$ cat src/rtl/axi_arbiter_2x1.sv
// rtl/axi_arbiter_2x1.sv - two-master to one-master AXI arbiter (icache/dcache merge)
module axi_arbiter_2x1 #(
    parameter int              ID_W   = 4,
    parameter int              ADDR_W = 32,
    parameter int              DATA_W = 32,
    parameter logic [ID_W-1:0] S0_ID  = '0,
    parameter logic [ID_W-1:0] S1_ID  = ID_W'(1)
) (
    input  logic                clk,
    input  logic                rst,
    // icache port
    input  logic [ID_W-1:0]     s0_arid,   input  logic [ADDR_W-1:0] s0_araddr,
    input  logic [7:0]          s0_arlen,  input  logic [2:0]        s0_arsize,
    input  logic [1:0]          s0_arburst, input logic              s0_arvalid,
    output logic                s0_arready,
    output logic [ID_W-1:0]     s0_rid,    output logic [DATA_W-1:0] s0_rdata,
    output logic [1:0]          s0_rresp,  output logic              s0_rlast,
    output logic                s0_rvalid, input  logic              s0_rready,
    input  logic [ID_W-1:0]     s0_awid,   input  logic [ADDR_W-1:0] s0_awaddr,
    input  logic [7:0]          s0_awlen,  input  logic [2:0]        s0_awsize,
    input  logic [1:0]          s0_awburst, input logic              s0_awvalid,
    output logic                s0_awready,
    input  logic [DATA_W-1:0]   s0_wdata,  input  logic [DATA_W/8-1:0] s0_wstrb,
    input  logic                s0_wlast,  input  logic              s0_wvalid,
    output logic                s0_wready,
    output logic [ID_W-1:0]     s0_bid,    output logic [1:0]        s0_bresp,
    output logic                s0_bvalid, input  logic              s0_bready,
    // dcache port
    input  logic [ID_W-1:0]     s1_arid,   input  logic [ADDR_W-1:0] s1_araddr,
    input  logic [7:0]          s1_arlen,  input  logic [2:0]        s1_arsize,
    input  logic [1:0]          s1_arburst, input logic              s1_arvalid,
    output logic                s1_arready,
    output logic [ID_W-1:0]     s1_rid,    output logic [DATA_W-1:0] s1_rdata,
    output logic [1:0]          s1_rresp,  output logic              s1_rlast,
    output logic                s1_rvalid, input  logic              s1_rready,
    input  logic [ID_W-1:0]     s1_awid,   input  logic [ADDR_W-1:0] s1_awaddr,
    input  logic [7:0]          s1_awlen,  input  logic [2:0]        s1_awsize,
    input  logic [1:0]          s1_awburst, input logic              s1_awvalid,
    output logic                s1_awready,
    input  logic [DATA_W-1:0]   s1_wdata,  input  logic [DATA_W/8-1:0] s1_wstrb,
    input  logic                s1_wlast,  input  logic              s1_wvalid,
    output logic                s1_wready,
    output logic [ID_W-1:0]     s1_bid,    output logic [1:0]        s1_bresp,
    output logic                s1_bvalid, input  logic              s1_bready,
    // merged master port
    output logic [ID_W-1:0]     m_arid,    output logic [ADDR_W-1:0] m_araddr,
    output logic [7:0]          m_arlen,   output logic [2:0]        m_arsize,
    output logic [1:0]          m_arburst, output logic              m_arvalid,
    input  logic                m_arready,
    input  logic [ID_W-1:0]     m_rid,     input  logic [DATA_W-1:0] m_rdata,
    input  logic [1:0]          m_rresp,   input  logic              m_rlast,
    input  logic                m_rvalid,  output logic              m_rready,
    output logic [ID_W-1:0]     m_awid,    output logic [ADDR_W-1:0] m_awaddr,
    output logic [7:0]          m_awlen,   output logic [2:0]        m_awsize,
    output logic [1:0]          m_awburst, output logic              m_awvalid,
    input  logic                m_awready,
    output logic [DATA_W-1:0]   m_wdata,   output logic [DATA_W/8-1:0] m_wstrb,
    output logic                m_wlast,   output logic              m_wvalid,
    input  logic                m_wready,
    input  logic [ID_W-1:0]     m_bid,     input  logic [1:0]        m_bresp,
    input  logic                m_bvalid,  output logic              m_bready
);

    typedef enum logic [1:0] {R_IDLE, R_ADDR, R_DATA} r_state_t;
    typedef enum logic [1:0] {W_IDLE, W_ADDR, W_DATA, W_RESP} w_state_t;

    r_state_t        r_state, r_next;
    w_state_t        w_state, w_next;
    logic            r_gnt, r_last, r_pick;   // 1 = dcache port
    logic            w_gnt, w_last, w_pick;
    logic [ID_W-1:0] r_id, w_id;

    // Responses are routed by grant, so the returned IDs are never looked at.
    logic unused_ids;
    assign unused_ids = ^{m_rid, m_bid};

    // Round robin: with both requesting, the port not served last wins.
    assign r_pick = (s0_arvalid && s1_arvalid) ? ~r_last : s1_arvalid;
    assign w_pick = (s0_awvalid && s1_awvalid) ? ~w_last : s1_awvalid;

    // State registers, grant/ID latches and last-served pointers.
    always_ff @(posedge clk) begin
        if (!rst) begin
            r_state <= R_IDLE;
            w_state <= W_IDLE;
            r_gnt   <= 1'b0;
            w_gnt   <= 1'b0;
            r_last  <= 1'b0;
            w_last  <= 1'b0;
            r_id    <= '0;
            w_id    <= '0;
        end else begin
            r_state <= r_next;
            w_state <= w_next;
            if (r_state == R_IDLE && (s0_arvalid || s1_arvalid)) begin
                r_gnt <= r_pick;
                r_id  <= r_pick ? s1_arid : s0_arid;
            end
            if (r_state == R_DATA && m_rvalid && m_rready && m_rlast)
                r_last <= r_gnt;
            if (w_state == W_IDLE && (s0_awvalid || s1_awvalid)) begin
                w_gnt <= w_pick;
                w_id  <= w_pick ? s1_awid : s0_awid;
            end
            if (w_state == W_RESP && m_bvalid && m_bready)
                w_last <= w_gnt;
        end
    end

    // Next-state logic for both channel groups.
    always_comb begin
        r_next = r_state;
        case (r_state)
            R_IDLE:  if (s0_arvalid || s1_arvalid) r_next = R_ADDR;
            R_ADDR:  if (m_arvalid && m_arready) r_next = R_DATA;
            R_DATA:  if (m_rvalid && m_rready && m_rlast) r_next = R_IDLE;
            default: r_next = R_IDLE;
        endcase
        w_next = w_state;
        case (w_state)
            W_IDLE:  if (s0_awvalid || s1_awvalid) w_next = W_ADDR;
            W_ADDR:  if (m_awvalid && m_awready) w_next = W_DATA;
            W_DATA:  if (m_wvalid && m_wready && m_wlast) w_next = W_RESP;
            W_RESP:  if (m_bvalid && m_bready) w_next = W_IDLE;
            default: w_next = W_IDLE;
        endcase
    end

    // Read-side outputs: payload muxed by grant, handshakes gated by state.
    always_comb begin
        m_arid     = r_gnt ? S1_ID      : S0_ID;
        m_araddr   = r_gnt ? s1_araddr  : s0_araddr;
        m_arlen    = r_gnt ? s1_arlen   : s0_arlen;
        m_arsize   = r_gnt ? s1_arsize  : s0_arsize;
        m_arburst  = r_gnt ? s1_arburst : s0_arburst;
        m_arvalid  = (r_state == R_ADDR) && (r_gnt ? s1_arvalid : s0_arvalid);
        s0_arready = (r_state == R_ADDR) && !r_gnt && m_arready;
        s1_arready = (r_state == R_ADDR) &&  r_gnt && m_arready;
        s0_rid     = r_id;
        s0_rdata   = m_rdata;
        s0_rresp   = m_rresp;
        s0_rlast   = m_rlast;
        s1_rid     = r_id;
        s1_rdata   = m_rdata;
        s1_rresp   = m_rresp;
        s1_rlast   = m_rlast;
        s0_rvalid  = (r_state == R_DATA) && !r_gnt && m_rvalid;
        s1_rvalid  = (r_state == R_DATA) &&  r_gnt && m_rvalid;
        m_rready   = (r_state == R_DATA) && (r_gnt ? s1_rready : s0_rready);
    end

    // Write-side outputs: W stays blocked until the AW handshake is done.
    always_comb begin
        m_awid     = w_gnt ? S1_ID      : S0_ID;
        m_awaddr   = w_gnt ? s1_awaddr  : s0_awaddr;
        m_awlen    = w_gnt ? s1_awlen   : s0_awlen;
        m_awsize   = w_gnt ? s1_awsize  : s0_awsize;
        m_awburst  = w_gnt ? s1_awburst : s0_awburst;
        m_awvalid  = (w_state == W_ADDR) && (w_gnt ? s1_awvalid : s0_awvalid);
        s0_awready = (w_state == W_ADDR) && !w_gnt && m_awready;
        s1_awready = (w_state == W_ADDR) &&  w_gnt && m_awready;
        m_wdata    = w_gnt ? s1_wdata : s0_wdata;
        m_wstrb    = w_gnt ? s1_wstrb : s0_wstrb;
        m_wlast    = w_gnt ? s1_wlast : s0_wlast;
        m_wvalid   = (w_state == W_DATA) && (w_gnt ? s1_wvalid : s0_wvalid);
        s0_wready  = (w_state == W_DATA) && !w_gnt && m_wready;
        s1_wready  = (w_state == W_DATA) &&  w_gnt && m_wready;
        s0_bid     = w_id;
        s0_bresp   = m_bresp;
        s1_bid     = w_id;
        s1_bresp   = m_bresp;
        s0_bvalid  = (w_state == W_RESP) && !w_gnt && m_bvalid;
        s1_bvalid  = (w_state == W_RESP) &&  w_gnt && m_bvalid;
        m_bready   = (w_state == W_RESP) && (w_gnt ? s1_bready : s0_bready);
    end

endmodule

$ cat config.mk
export PLATFORM = sky130hd
export DESIGN_NAME = axi_arbiter_2x1
export DESIGN_NICKNAME = d
export VERILOG_FILES = /design/src/rtl/axi_arbiter_2x1.sv
export SDC_FILE = /design/constraint.sdc
export NUM_CORES = 1
export LEC_CHECK = 0
export BUFFER_PORTS_ARGS = -buffer_cell sky130_fd_sc_hd__buf_2
export CORE_AREA = 3 3 221 223
export DETAILED_ROUTE_END_ITERATION = 8
export DIE_AREA = 0 0 224 226
export MAX_ROUTING_LAYER = met4
export REMOVE_ABC_BUFFERS = 1
export SLEW_MARGIN = 20
export SYNTH_ARGS = -nofsm -noshare
export SYNTH_HDL_FRONTEND = slang
export SYNTH_SLANG_ARGS = --single-unit
$ cat constraint.sdc
create_clock -name clk -period 1.63 [get_ports clk]
set_input_delay 0.489 -clock clk [delete_from_list [all_inputs] [get_ports clk]]
set_output_delay 0.489 -clock clk [all_outputs]
set_load 0.01 [all_outputs]
; Word level (Yosys, flattened, before mapping)
; Cells that the tools add are included.
[totals]
regBits = 16
[op_classes]
n_mux = 31
n_bitwise = 2
eq_ne = 12
n_reduce_logical = 49
[ops]
columns = op, n
row1 = $mux 32, 3
row2 = $logic_and 1x1->1, 41
row3 = $mux 2, 9
row4 = $mux 8, 2
row5 = $mux 4, 3
row6 = $mux 1, 10
row7 = $ne 2x2->1 const B, 4
row8 = $pmux 2 s4, 1
row9 = $eq 2x2->1 const B, 3
row10 = $mux 3, 2
row11 = $ne 2x1->1 const B, 3
row12 = $pmux 2 s3, 1
row13 = $eq 2x1->1 const B, 2
row14 = $logic_not 2->1, 2
row15 = $reduce_and 4->1, 1
row16 = $reduce_and 3->1, 1
row17 = $logic_not 1->1, 2
row18 = $logic_or 1x1->1, 2
row19 = $not 1->1, 2

; Depth between registers and ports, before layout
; Gate-level depths: netlist of the first run.
[depth]
depth_word = 6
mapped_depth = 6
mapped_depth_nobuf = 6

; Worst setup path before layout of the first run
; OpenSTA, ideal clock, no wires.
[synth_path]
path_type = register to output
startpoint = reg r_gnt
endpoint = out m_araddr[10]
n_path_buf = 2
slack_ns = -0.173
stages_incl_launch_ff = 4
t_arrival_ns = 1.314
required_ns = 1.141
cell_sequence = dfxtp_1 -> clkbuf_1 -> buf_1 -> mux2_2
[synth_between]
elab_chain_cells = 1
[synth_lines]
columns = element, line_no
row1 = "start, declared", 69  ; logic r_gnt, r_last, r_pick;
row2 = "start signal, assigned", 96  ; r_gnt <= r_pick;
row3 = $mux 32, 132  ; m_araddr = r_gnt ? s1_araddr : s0_araddr;
row4 = "end, declared", 46  ; output logic [ID_W-1:0] m_arid, output logic [ADDR_W-1:0] m_araddr,
; No other way between the ends.

; Final worst setup path of the first run
[layout_path]
startpoint = reg w_gnt
endpoint = out m_wdata[30]
[layout_between]
elab_chain_cells = 1
[layout_lines]
columns = element, line_no
row1 = "start, declared", 70  ; logic w_gnt, w_last, w_pick;
row2 = "start signal, assigned", 102  ; w_gnt <= w_pick;
row3 = $mux 32, 162  ; m_wdata = w_gnt ? s1_wdata : s0_wdata;
row4 = "end, declared", 57  ; output logic [DATA_W-1:0] m_wdata, output logic [DATA_W/8-1:0] m_wstrb,
; No other way between the ends.

==> flow_metrics.py, run 1 <==
metrics = {
    "run_status": {
        "status": "complete, but fails checks",
        "failed_checks": "setup timing",
    },
    "final_layout": {
        "fillers": 5242,
        "fin_nets": 1101,
        "instances_no_fill": 1384,
        "drive_above_1_share_pct": 87.9,
        "syn_to_final_growth_pct": 132,
    },
    "yosys": {
        "yosysUniqueCellTypes": 34,
        "synth_top_area_cell": "mux2_2",
        "yosysMostFrequentCell": "mux2_2",
        "ys_top_cells_by_area": "mux2_2 (45%), buf_4 (21%), dfxtp_1 (10%)",
        "ys_ff_latch": 16,
        "syn_area_um2": 3200,
        "synth_flop_cell": "dfxtp_1",
        "synth_edf_count": 0,
        "yosys-top-cells-count": "mux2_2 (128), buf_4 (90), nand2_1 (18)",
        "yosysSeqAreaShare_pct": 10.0,
        "async_flop_share_pct": 0,
        "synth_area_per_cell_um2": 9.24,
        "yosys_warnings": 0,
        "synth.top_cell.area_share_pct": 45.1,
        "syn_inst": 346,
    },
    "sta": {
        "max_clock_freq_mhz": 505,
        "hold_viol_final": 0,
        "finClkSkew_ps": 16.3,
        "drv_slew": 0,
        "timing.final.ws_setup_ps": -351,
        "setup_violations": 145,
        "rsz0062_at_grt": "true",
        "min_period_over_period_pct": 122,
        "fin_crit_ps": 1980,
    },
    "drt": {
        "viasPerCell": 3.18,
        "final_antenna_net_count": 0,
        "drcViolationCount": 0,
        "vias": 4405,
        "drtIter0Drc": 106,
        "wirelength_mm": 25.6,
        "wl_per_cell_um": 18.5,
        "dr.pass1.iters": 4,
    },
    "worst_setup_path": {
        "arrival_ps": 1490,
        "cp-start-kind": "flop",
        "cp-end-kind": "output pin",
        "worstPathMaxFanout": 15,
        "required_ps": 1140,
        "crit_type": "reg -> out",
    },
    "power": {
        "p_per_area_nw_per_um2": 731,
        "worst_ir_drop_vdd_uv": 322,
        "p_leak_uw": 0.00378,
    },
    "place": {
        "hpwl_mm": 20.9,
        "pre_cts_slack_ps": -93.0,
        "gp_congestion": 0.888,
        "port_buffers": 449,
        "dp.cells": 1337,
    },
    "run": {
        "cap_violations": 0,
    },
    "global_route": {
        "grt_max_degree": 21,
        "grt_pass1_vias": 4502,
        "grt_antenna_before_repair": 14,
        "grt_overflow_total": 0,
        "grt_first_pass_wirelength_mm": 31.5,
        "grt_util_all_layers_pct": 9.31,
    },
    "cts": {
        "clk_pin_slew_worst_paths_ps": 80,
        "clkSinkCount": 16,
        "worstSkewPairLatency_ps": 280,
        "cts_buffer_depth": 2,
        "cts_buffers": 3,
        "cts_tree": "done",
        "cts_root_buffer": "clkbuf_16",
        "cts_htree_levels": 1,
    },
    "floorplanning": {
        "initial_core_util_pct": 6.84,
        "fp.dieW_um": 224,
        "dieHeight_um": 226,
        "ios": 572,
        "row_count": 79,
        "die_area_um2": 50600,
        "fp.coreArea_um2": 46800,
    },
    "hold_path": {
        "hold_path.class": "reg -> reg",
    },
}
==> sequential cells by signal, indices dropped and copies added (netlist names) <==
register and flops:
r_gnt 1, r_last 1, r_state 2, s0_bid 4, s0_rid 4, w_gnt 1
w_last 1, w_state 2
==> placed cells by master, fill, tap and decap left out, types with 7 or more instances in the layout <==
| cell | Yosys | layout |
|---|---|---|
| o211a_1 | 8 | 8 |
| buf_6 | 0 | 108 |
| mux2_2 | 128 | 47 |
| mux2i_1 | 14 | 13 |
| mux2_4 | 0 | 82 |
| buf_16 | 0 | 7 |
| diode_2 | 0 | 14 |
| buf_2 | 10 | 355 |
| buf_4 | 90 | 34 |
| buf_12 | 0 | 7 |
| nand2_1 | 18 | 15 |
| dfxtp_1 | 16 | 12 |
==> final timing paths <==
kind | cells after the start | slack, ps | to | from
setup / recovery | 4 | -350 | m_wdata[30] | w_gnt
hold / removal | 2 | 490 | w_last | w_last
setup reg to reg | 6 | -20 | w_state[1] | w_gnt
hold reg to reg | 2 | 490 | w_last | w_last
==> critical path, stage by stage (launching register included) <==
cell and delay, ps:
dfxtp_4 390, buf_12 160, clkbuf_16 180, mux2_2 340, buf_6 120
==> logic make-up (layout without fill, tap and decap cells) <==
| logic type | count (synthesis) | count (layout) | share of synthesized area [%] |
|---|---|---|---|
| mux | 143 | 143 | 49.8 |
| buf+inv | 111 | 523 | 24.0 |
| simple gates | 47 | 47 | 7.63 |
| compound gates | 23 | 23 | 6.46 |
| flops | 16 | 16 | 10.0 |
| fa+ha+maj | 5 | 5 | 1.96 |
| other cells | 1 | 20 | 0.117 |
==> per-layer routing <==
metal  global-route usage (%)  routed length, um
met4                     3.47                832
met3                     5.64               3720
met1                     9.31               9430
met2                     14.9              11600
met5                        -                  0
==> through the flow <==
step	util (%)	TNS, ps	hold slack, ps	total power, uW	cell area, um2
floorplan	-	-201610	454	2080	2460
global placement	12.5	-808	475	3660	5830
detailed placement	12.5	-1080	481	3680	5830
CTS	15.0	-41000	496	5160	7020
global route	15.9	-45250	514	5770	7420
finish	15.9	-36630	494	5430	7430
==> where the power goes <==
part           internal [uW]  switching [uW]  leakage, uW
clock                    377             247    0.0000442
sequential               482            92.0     0.000134
combinational           2530            1700      0.00360
total                   3390            2040      0.00378
==> area by class of cell <==
class	count	area (um2)	share of cell area, %
flip-flops and latches	16	333	4.48
inverters	3	13.8	0.185
clock buffers	4	88.8	1.20
repair buffers	516	3690	49.6
well taps	607	759	10.2
diodes	14	35.0	0.472
multi-input cells	224	2510	33.8
==> what timing repair did <==
item	4_1_cts	5_1_grt
buffers inserted	12	6
endpoints found under the setup margin	144	146
hold buffers	0	0
cloned	7	4
pin swaps	5	6
resized for setup	179	60
(Power assumes the default switching activity.)
==> run 2: changes to the inputs <==
- PLACE_DENSITY: unset -> 0.3
- clock period: 1.63 -> 1.79 ns (I/O delays scaled with it)
==> flow_metrics.py, run 2 (synthesized netlist as in run 1, its figures left out) <==
metrics = {
    "cts": {
        "hold_buffers": 0,
        "worstSkewPairLatency_ps": 260,
        "cts_htree_levels": 1,
        "clk_pin_slew_worst_paths_ps": 60,
        "cts_buffer_depth": 2,
        "clkSinkCount": 16,
        "cts_root_buffer": "clkbuf_16",
        "cts_tree": "done",
        "cts_buffers": 3,
    },
    "global_route": {
        "grt_max_degree": 24,
        "grt_antenna_before_repair": 19,
        "grt_use_met1_pct": 9.13,
        "grt.busiest_layer": "met2",
        "grt_util_all_layers_pct": 9.53,
        "grt_first_pass_wirelength_mm": 33.0,
        "grt_overflow_total": 0,
        "use_met3_pct": 5.81,
        "grt_pass1_vias": 4491,
        "grt_use_met2_pct": 17.2,
    },
    "run": {
        "cap_violations": 0,
    },
    "hold_path": {
        "hold_start": "w_last",
        "hold-path-cell-count": 2,
        "hold_path.class": "reg -> reg",
        "timing.hold.worst_endpoint": "w_last",
    },
    "final_layout": {
        "final_common_cell": "buf_2",
        "drive_above_1_share_pct": 87.6,
        "utilization_pct": 16.2,
        "final_cell_mix": "buf_2 (325), buf_6 (129), mux2_4 (118)",
        "fin_nets": 1071,
        "syn_to_final_growth_pct": 137,
    },
    "run_status": {
        "failed_checks": "setup timing",
        "status": "complete, but fails checks",
    },
    "drt": {
        "final_antenna_net_count": 0,
        "drtIter0Drc": 59,
        "vias": 4351,
        "wl_per_cell_um": 20.1,
        "dr.pass1.iters": 4,
        "wirelength_mm": 27.0,
        "drcViolationCount": 0,
        "viasPerCell": 3.24,
    },
    "worst_setup_path": {
        "cp_top_family": "buffers and inverters",
        "crit_path_cell_trace": "buf_6 > buf_12 > mux2_2 > buf_2",
        "rr_endpoint": "w_state[0]",
        "cp-end-kind": "output pin",
        "path_depth": 4,
        "reg2reg_depth": 7,
        "slowest_stage": "dfxtp_4",
        "crit_type": "reg -> out",
        "cp-start-kind": "flop",
        "slowest_delay_ps": 400,
        "required_ps": 1250,
        "r2r_start": "w_gnt",
        "ff2ff_setup_slack_ps": 60,
        "arrival_ps": 1430,
        "worstPathMaxFanout": 8,
        "cp.buffers_inverters": 3,
    },
    "power": {
        "p_leak_uw": 0.00384,
        "p_per_area_nw_per_um2": 676,
        "power_uw": 5130,
        "worst_ir_drop_vdd_uv": 289,
    },
    "sta": {
        "min_period_over_period_pct": 110,
        "drv_slew": 0,
        "whs_ps": 489,
        "finClkSkew_ps": 2.40,
        "hold_viol_final": 0,
        "max_clock_freq_mhz": 508,
        "rsz0062_at_grt": "true",
        "setup_violations": 135,
        "fin_crit_ps": 1970,
        "timing.final.ws_setup_ps": -177,
    },
    "floorplanning": {
        "ios": 572,
        "initial_core_util_pct": 6.84,
        "die_area_um2": 50600,
        "fp.coreArea_um2": 46800,
        "dieHeight_um": 226,
        "fp.dieW_um": 224,
        "row_count": 79,
    },
    "place": {
        "port_buffers": 449,
        "hpwl_mm": 21.8,
        "gp_congestion": 0.777,
    },
}
## run 2: cell count changes in the layout (fill, tap and decap cells not counted), sizes merged
cell and change:
clkbuf +6, buf -36, diode -11
## run 2: per-layer routing
layer | share of wire, % | wire length (um) | up-vias
met2 | 49 | 13300 | 441
met1 | 34 | 9190 | 1964
met3 | 15 | 4100 | 41
met4 | 1.6 | 445 | 0
met5 | 0 | 0 | -
li1 | - | - | 1905
## run 2: power breakdown
part | internal, uW | switching, uW
clock network | 342 | 194
logic | 2430 | 1590
registers | 444 | 124
total | 3220 | 1910
## run 2: layout make-up
type / instances / area [um2]
fillers: 5238 / 39200
repair buffers: 486 / 3700
flip-flops and latches: 16 / 335
multi-input cells: 224 / 2680
well taps: 607 / 759
clock buffers: 4 / 88.8
diodes: 3 / 7.51
inverters: 3 / 13.8
## run 2: repair_timing
action | CTS | global route
endpoints found under the setup margin | 141 | 142
setup buffers | 11 | 0
pin swaps | 2 | 6
resized for setup | 158 | 148
gates cloned | 5 | 10
## run 2: worst max path at each step
| stage | from | end | slack [ps] |
|---|---|---|---|
| 2_1_floorplan | w_gnt | w_state[0] | -1820 |
| 3_3_place_gp | s1_wvalid | m_wvalid | -40 |
| 3_5_place_dp | s1_wvalid | m_wvalid | -40 |
| 4_1_cts | w_gnt | m_wdata[7] | -210 |
| 5_1_grt | w_gnt | m_awaddr[21] | -220 |
| 6_report | w_gnt | m_wdata[10] | -180 |
## run 2: stage by stage
step           std cells  area, um2  setup slack [ps]  TNS (ps)
4_1_cts             1330       6650              -215    -19620
3_5_place_dp        1310       5600             -42.8     -98.0
2_1_floorplan        243       2460             -1820   -184210
3_3_place_gp        1310       5600             -41.6     -75.1
6_report            1343       7590              -177    -17250
5_1_grt             1343       7590              -222    -23590
## run 2: worst reg2reg max path, cell delays in order (launching register included)
cell and delay, ps:
dfxtp_4 400, buf_12 160, buf_8 140, mux2_4 330, a31oi_4 170, buf_6 130
a2111oi_4 40, o221a_1 250
==> run 3: changes to the inputs <==
- ABC_AREA: unset -> 1
- CORE_AREA: 3 3 221 223 -> 3 3 223 225
- DIE_AREA: 0 0 224 226 -> 0 0 226 228
==> flow_metrics.py, run 3 <==
metrics = {
    "worst_setup_path": {
        "arrival_ps": 1380,
        "crit_top_cell": "nand2_1",
        "cp-end-kind": "output pin",
        "cp_top_family": "buffers and inverters",
        "required_ps": 1250,
        "cp-start-kind": "flop",
        "worstPathMaxFanout": 12,
        "slowest_delay_ps": 400,
        "slowest_stage": "dfxtp_4",
        "crit_path_cell_trace": "inv_8 > bufbuf_16 > nand2_1 > nand2_1 > buf_2",
        "cp.buffers_inverters": 3,
        "crit_type": "reg -> out",
    },
    "power": {
        "swShare_pct": 47.3,
        "power_uw": 5410,
        "p_sw_uw": 2560,
        "p_leak_uw": 0.00433,
        "p_per_area_nw_per_um2": 711,
        "intPower_uw": 2860,
        "clock_power_share_pct": 9.3,
        "comb_power_share_pct": 80.0,
        "p_seq_share_pct": 10.6,
        "worst_ir_drop_vdd_uv": 262,
    },
    "sta": {
        "timing.final.ws_setup_ps": -132,
        "rsz0062_at_grt": "true",
        "finClkSkew_ps": 4.65,
        "max_clock_freq_mhz": 520,
        "setup_violations": 128,
        "min_period_over_period_pct": 107,
        "hold_viol_final": 0,
        "fin_crit_ps": 1920,
        "drv_slew": 0,
        "fin_tns_setup_ps": -7960,
    },
    "yosys": {
        "synth_edf_count": 0,
        "synth.top_cell.area_share_pct": 47.6,
        "synthAdderAreaFrac_pct": 1.92,
        "ys_top_cells_by_area": "nand2_1 (48%), buf_4 (21%), dfxtp_1 (9.8%)",
        "yosysSeqAreaShare_pct": 9.84,
        "synth_top_area_cell": "nand2_1",
        "synth_top_family_by_area": "simple AND/OR/NAND/NOR gates",
        "syn_area_um2": 3260,
        "yosys.area_share.simple_pct": 53.1,
        "synth_compound_area_share_pct": 5.96,
        "ys_ff_latch": 16,
        "synth_flop_cell": "dfxtp_1",
        "synth_xor_area_share_pct": 0,
        "async_flop_share_pct": 0,
        "synthMuxAreaShare_pct": 0.307,
        "yosys_warnings": 0,
        "synth_area_per_cell_um2": 4.96,
        "syn_inst": 657,
        "yosysMostFrequentCell": "nand2_1",
        "yosys-top-cells-count": "nand2_1 (413), buf_4 (90), inv_1 (27)",
        "yosysUniqueCellTypes": 25,
    },
    "place": {
        "dp.cells": 1632,
        "port_buffers": 449,
        "gp_congestion": 0.771,
        "hpwl_mm": 20.0,
        "pre_cts_slack_ps": 17.5,
    },
    "drt": {
        "drtIter0Drc": 134,
        "vias": 5529,
        "drcViolationCount": 0,
        "final_antenna_net_count": 0,
        "viasPerCell": 3.30,
        "dr.pass1.iters": 4,
        "wirelength_mm": 27.3,
        "wl_per_cell_um": 16.3,
    },
    "final_layout": {
        "drive_above_1_share_pct": 64.1,
        "syn_to_final_growth_pct": 134,
        "final_cell_mix": "buf_2 (409), nand2_1 (289), nand2_2 (81)",
        "utilization_pct": 16.0,
        "fillers": 5560,
        "final_common_cell": "buf_2",
        "fin_nets": 1394,
        "instances_no_fill": 1673,
    },
    "cts": {
        "cts_htree_levels": 1,
        "clkSinkCount": 16,
        "cts_root_buffer": "clkbuf_16",
        "cts_tree": "done",
        "cts_buffer_depth": 2,
        "cts_buffers": 3,
        "worstSkewPairLatency_ps": 260,
        "clk_pin_slew_worst_paths_ps": 60,
    },
    "floorplanning": {
        "die_area_um2": 51500,
        "dieHeight_um": 228,
        "initial_core_util_pct": 6.82,
        "ios": 572,
        "row_count": 80,
        "fp.dieW_um": 226,
        "fp.coreArea_um2": 47700,
    },
    "global_route": {
        "grt_antenna_before_repair": 4,
        "grt_max_degree": 35,
        "grt_pass1_vias": 5247,
        "grt_util_all_layers_pct": 9.40,
        "grt_overflow_total": 0,
        "grt_first_pass_wirelength_mm": 34.2,
    },
    "hold_path": {
        "hold_path.class": "reg -> reg",
    },
    "run_status": {
        "failed_checks": "setup timing",
        "status": "complete, but fails checks",
    },
    "run": {
        "cap_violations": 0,
    },
}
run 3: cell types whose count changed in the layout (fill, tap and decap cells not counted), moves of 11 or more:
cell and delta:
inv_1 +18, buf_6 -81, mux2_2 -11, mux2_4 -118, mux2i_1 -12, nand2_4 +40, nand2_1 +272, nand2_2 +80
buf_2 +84
run 3: power by group through the flow:
| stage | sequential (uW) | clock (uW) | combinational (uW) |
|---|---|---|---|
| 2_1_floorplan | 635 | 0 | 1280 |
| 3_3_place_gp | 514 | 0 | 2970 |
| 3_5_place_dp | 512 | 0 | 2930 |
| 4_1_cts | 537 | 543 | 3830 |
| 5_1_grt | 592 | 552 | 4740 |
| 6_report | 576 | 505 | 4330 |
run 3: metal layers:
metal	global-route usage (%)	vias up	part of all wire [%]
met5	-	-	0
met2	17.3	375	50
met3	3.86	12	11
met4	0.933	0	0.63
li1	-	2700	-
met1	9.65	2442	38
run 3: cells by family (layout without fill, tap and decap cells):
family | count (synthesis) | after routing
other | 1 | 8
muxes | 1 | 1
AOI/OAI and AO/OA | 32 | 32
buffers and inverters | 151 | 545
DFF | 16 | 16
and+or+nand+nor | 451 | 451
adders and majority gates | 5 | 5
run 3: worst paths after layout:
check                            start  slack [ps]            to  cells after the start
worst max-delay path             w_gnt        -130  m_awaddr[10]                      5
worst min-delay path            w_last         540        w_last                      2
worst max register to register   r_gnt         280        r_last                      8
worst min register to register  w_last         540        w_last                      2
run 3: cell type report:
type	count	area, um2	share of cell area [%]
timing repair inverter	2	20.0	0.263
timing repair buffer	510	3550	46.6
sequential	16	337	4.42
tap	615	769	10.1
clock buffer	4	78.8	1.03
antenna	2	5.00	0.0657
inverter	29	136	1.79
multi-input combinational	495	2720	35.7
run 3: through the flow:
step,instance area [um2],hold WS [ps]
2_1_floorplan,2450,492
3_3_place_gp,5730,532
3_5_place_dp,5730,532
4_1_cts,6690,526
5_1_grt,7620,552
6_report,7620,538
run 3: what timing repair did:
item | in CTS | in global routing
pin swaps | 28 | 39
hold buffers | 0 | 0
setup buffers | 10 | 5
endpoints found under the setup margin | 135 | 115
gates cloned | 10 | 11
endpoints found under the hold margin | 0 | 0
resized for setup | 145 | 163
run 3: worst reg2reg max path, cell delays in order, from the launching register on:
cell and delay (ps):
dfxtp_4 490, buf_6 160, or2_1 110, nand3_2 90
buf_4 150, buf_4 120, nor2_1 120, o21ai_1 70
a21oi_1 130
